File: src/rtl/fc_out_serializer.sv
// Frame-parallel to serial streamer for FC neuron outputs: captures N accumulators,
// then emits one rounded, saturated WIDTH-bit activation per handshake.
module fc_out_serializer #(
  parameter int WIDTH = 8,
  parameter int N     = 84,
  parameter int ZW    = WIDTH*2 + $clog2(N),
  parameter int SHIFT = 7
) (
  input  logic                     clk,
  input  logic                     rst,
  input  logic                     in_valid,
  output logic                     in_ready,
  input  logic [ZW-1:0]            z [0:N-1],
  output logic                     out_valid,
  input  logic                     out_ready,
  output logic [WIDTH-1:0]         out_data,
  output logic [$clog2(N)-1:0]     out_idx,
  output logic                     out_last,
  output logic [$clog2(N+1)-1:0]   sat_count
);

  localparam int IW = $clog2(N);
  localparam int CW = $clog2(N+1);
  localparam logic signed [ZW:0] RND  = (ZW+1)'(1) << (SHIFT-1);
  localparam logic signed [ZW:0] QMAX = (ZW+1)'((1 << (WIDTH-1)) - 1);
  localparam logic signed [ZW:0] QMIN = -QMAX - (ZW+1)'(1);

  typedef enum logic {IDLE, SEND} state_t;
  state_t state;

  logic [ZW-1:0]  buf_q [0:N-1];
  logic [IW-1:0]  nxt_i;
  logic [WIDTH:0] beat0, beatn;   // {saturated, data}

  // One extra bit of headroom keeps the rounding add from wrapping.
  function automatic logic [WIDTH:0] requant(input logic [ZW-1:0] v);
    logic signed [ZW:0] r;
    r = ($signed({v[ZW-1], v}) + RND) >>> SHIFT;
    if (r > QMAX)      requant = {1'b1, QMAX[WIDTH-1:0]};
    else if (r < QMIN) requant = {1'b1, QMIN[WIDTH-1:0]};
    else               requant = {1'b0, r[WIDTH-1:0]};
  endfunction

  always_comb begin
    nxt_i = out_last ? '0 : out_idx + 1'b1;
    beat0 = requant(z[0]);
    beatn = requant(buf_q[nxt_i]);
  end

  // Frame store needs no reset; it is always written before being read.
  always_ff @(posedge clk)
    if (in_valid && in_ready) buf_q <= z;

  always_ff @(posedge clk or posedge rst) begin
    if (rst) begin
      state     <= IDLE;
      in_ready  <= 1'b1;
      out_valid <= 1'b0;
      out_data  <= '0;
      out_idx   <= '0;
      out_last  <= 1'b0;
      sat_count <= '0;
    end else begin
      case (state)
        IDLE: if (in_valid) begin
          state     <= SEND;
          in_ready  <= 1'b0;
          out_valid <= 1'b1;
          out_data  <= beat0[WIDTH-1:0];
          out_idx   <= '0;
          out_last  <= (N == 1);
          sat_count <= CW'(beat0[WIDTH]);
        end
        SEND: if (out_ready) begin
          if (out_last) begin
            state     <= IDLE;
            in_ready  <= 1'b1;
            out_valid <= 1'b0;
          end else begin
            out_data  <= beatn[WIDTH-1:0];
            out_idx   <= nxt_i;
            out_last  <= (nxt_i == IW'(N-1));
            sat_count <= sat_count + CW'(beatn[WIDTH]);
          end
        end
        default: state <= IDLE;
      endcase
    end
  end

endmodule

File: config.mk
export PLATFORM = sky130hd
export DESIGN_NAME = fc_out_serializer
export DESIGN_NICKNAME = d
export VERILOG_FILES = /design/src/rtl/fc_out_serializer.sv
export SDC_FILE = /design/constraint.sdc
export NUM_CORES = 2
export LEC_CHECK = 0
export ABC_AREA = 1
export BUFFER_PORTS_ARGS = -buffer_cell sky130_fd_sc_hd__buf_2
export CELL_PAD_IN_SITES_DETAIL_PLACEMENT = 1
export CELL_PAD_IN_SITES_GLOBAL_PLACEMENT = 2
export CORE_AREA = 2 2 773 775
export DETAILED_ROUTE_END_ITERATION = 10
export DIE_AREA = 0 0 775 777
export GPL_ROUTABILITY_DRIVEN = 0
export GPL_TIMING_DRIVEN = 0
export PLACE_DENSITY = 0.45
export SYNTH_ARGS = -nofsm -noshare
export SYNTH_HDL_FRONTEND = slang
export SYNTH_SLANG_ARGS = --single-unit
File: constraint.sdc
create_clock -name clk -period 27 [get_ports clk]
set_input_delay 4.05 -clock clk [delete_from_list [all_inputs] [get_ports clk]]
set_output_delay 4.05 -clock clk [all_outputs]
set_load 0.02 [all_outputs]
==> impl_results.md <==
* Crit path DAT at 8.35 ns
* Ys Warns at 0
* Synth top area cells: edfxtp_1 72%, nand3_1 11%, nand2_1 9.5%, buf_2 2.1%, dfrtp_1 1.1%
* Final setup violating endpoints at 0
* Ys async rst share at 0.0179
* CTS max path bufs at 4
* Via count at 49,085
* Core area at 0.593 mm²
* Num rows at 283
* Worst-margin pin slew at 1.41 ns
* TritonCTS clock tree: yes
* DRC at 0
* Register bit total from synthesis at 1,454
* Share of layout cells above drive strength 1 at 0.309
* Fin crit period at 7.50 ns
* EDFF count, synth at 1,428
* Primary FF master, synth: edfxtp_1
* Vias per inst at 3.31
* CP startpoint kind: primary input
* Post-synth top cells: 1,504 x nand2_1, 1,428 x edfxtp_1, 1,294 x nand3_1
* Number of failing hold endpoints at the final stage at 0
* Hold Path Class: reg -> reg
* Area grow syn2layout at 41.8%
* Chip Height at 777 µm
* H-tree Lvls at 4
* Filler cells at 68,664
* Num CTS Buffers at 197
* Most common cell in the netlist: nand2_1
* Layout Utilization at 0.142
* Ports at 1,961
* Worst Setup End Kind: flip-flop
* Antenna Nets Post-Route at 0
* Slew margin rel. at 0.0597
* Critical path class: in -> reg
* Worst hold path depth at 2
* Vias in the first global route at 51,558
* Clk_lat worst skew at 0.96 ns
* Setup Buffers After CTS at 0
* Unrepaired setup endpoints after global routing: no
* P_leak at 30.9 nW
* Die W at 775 µm
* All-Layer GR Usage at 0.144
* GRT overflow at 0
* Cell count after synthesis at 4,937
* Initial Util at 0.0999
* Clock edge transition at the registers on the reported setup and hold paths at 0.07 ns
* Final-report max-slew violation count at 0
* WL final at 452,000 µm
* Initial antenna violation count at 441
* CTS sink cnt at 1,454
* Die ar. at 0.602 mm²
* First-pass iteration count of the detailed router at 7
* Post-synthesis instance area at 0.0592 mm²
* Cts repair resizes at 0
* Final Net Count at 8,581
* Synth area leader: edfxtp_1
* Maximum capacitance violations at 0
* Worst-case vdd ir drop at 0.0000524 V
* Minimum hold slack at 0.486 ns
* Reg2reg setup slack at 19.77 ns
* CP required at 27.85 ns
* Final HPWL DP at 367,000 µm
* DR iter-0 viols at 3,645
* Setup TNS at 0 ns
* Final std cells w/o fill at 14,813
* Status: completed
* Largest net degree at the start of global routing at 46
* First-pass GRT wire length at 563,000 µm
* Sequential share of the synthesized area at 0.735
* Port buffer count at 1,456
* Post-synth top area share at 0.724
* Crit Path Max Fanout at 8
* Mean Syn Cell Area at 12.0 µm²
* FMAX at 133 MHz
* WL per Instance at 30.5 µm
* Clk root buf: clkbuf_16
* R2R cell count at 29
* Tot Pwr at 11.7 mW
* Clk_skew at 0.0769 ns
* Syn nets at 6,879
* Unique masters post-synth at 43
* Cells after DPL at 14,277
* Post-cts hold buffer count at 0
* Fin crit share at 0.278
* Power per Cell Area at 139 mW/mm²
metrics by stage:
step | cell area [µm²] | setup slack [ns]
6_report | 84000 | 19.50
5_1_grt | 83700 | 19.05
4_1_cts | 83500 | 19.40
3_5_place_dp | 77300 | 18.37
3_3_place_gp | 76300 | -12.28
2_1_floorplan | 59200 | 0.959
layout make-up:
| class | count | area [µm²] | share of cell area |
|---|---|---|---|
| clock inverters | 114 | 1120 | 0.0133 |
| diodes | 187 | 468 | 0.00557 |
| multi-input cells | 3111 | 14000 | 0.166 |
| repair buffers | 1503 | 8220 | 0.0978 |
| flip-flops and latches | 1454 | 43500 | 0.518 |
| plain buffers | 309 | 1550 | 0.0184 |
| well taps | 7837 | 9810 | 0.117 |
| clock buffers | 235 | 5110 | 0.0609 |
| inverters | 63 | 243 | 0.00289 |
logic make-up (layout without fill, tap and decap cells):
family | Yosys count | after routing | synth area share
buffers and inverters | 372 | 2224 | 0.0298
multiplexers | 4 | 4 | 0.000676
XOR/XNOR | 19 | 19 | 0.00281
flip-flops | 1454 | 1454 | 0.735
AND/OR/NAND/NOR | 2945 | 2945 | 0.217
other | 0 | 187 | 0
adder cells (fa/ha/maj) | 6 | 6 | 0.00127
AO/OA/AOI/OAI | 137 | 137 | 0.0137
worst max-delay path: stages:
cell	delay (ns)
buf_2	0.27
ha_1	0.24
nand3_1	0.12
nor2_1	0.15
nand2_1	0.11
nor3_1	0.58
nand3_1	0.25
nor3_1	0.35
nand2_1	0.16
nor2_1	0.14
xnor2_1	0.10
nor3_1	0.20
nand4_1	0.12
o211ai_1	0.49
o21ai_0	0.50
a21oi_1	0.25
nand2_1	0.15
nand2_1	0.10
power breakdown:
| group | total (mW) | internal (mW) | switching [mW] | leakage [nW] |
|---|---|---|---|---|
| Sequential | 3.11 | 2.98 | 0.125 | 13.7 |
| Combinational | 5.94 | 1.18 | 4.77 | 14.2 |
| Clock | 2.65 | 1.48 | 1.16 | 3.03 |
cells in the final DEF (no fill, tap or decap), types with 26 or more instances in the layout:
master	synthesis	routed
buf_12	0	46
buf_2	246	1706
clkbuf_1	39	64
clkbuf_16	0	199
clkinv_1	3	42
clkinv_2	0	26
diode_2	0	187
edfxtp_1	1428	1428
inv_1	54	53
nand2_1	1504	1504
nand3_1	1294	1293
nor2_1	87	87
o21ai_0	59	58
worst paths after layout:
check,from,end
setup / recovery,z[1915],out_data[6]
hold / removal,in_ready,in_ready
setup reg to reg,out_idx[0],sat_count[6]
hold reg to reg,in_ready,in_ready
max in group asynchronous,rst,sat_count[6]
min in group asynchronous,rst,out_idx[4]
registers in the layout (all words and copies together) (netlist names):
register and cells:
buf_q 1428, in_ready 1, out_data 8, out_idx 7
out_last 1, out_valid 1, sat_count 7, state 1
per-layer routing:
layer	up-vias	global-route usage	share of wire
met5	-	0	0.0018
met1	24652	0.199	0.46
met4	128	0.0364	0.027
li1	21320	-	-
met2	2217	0.226	0.44
met3	768	0.0343	0.071
No activity file was read; power rests on OpenSTA's default activity.
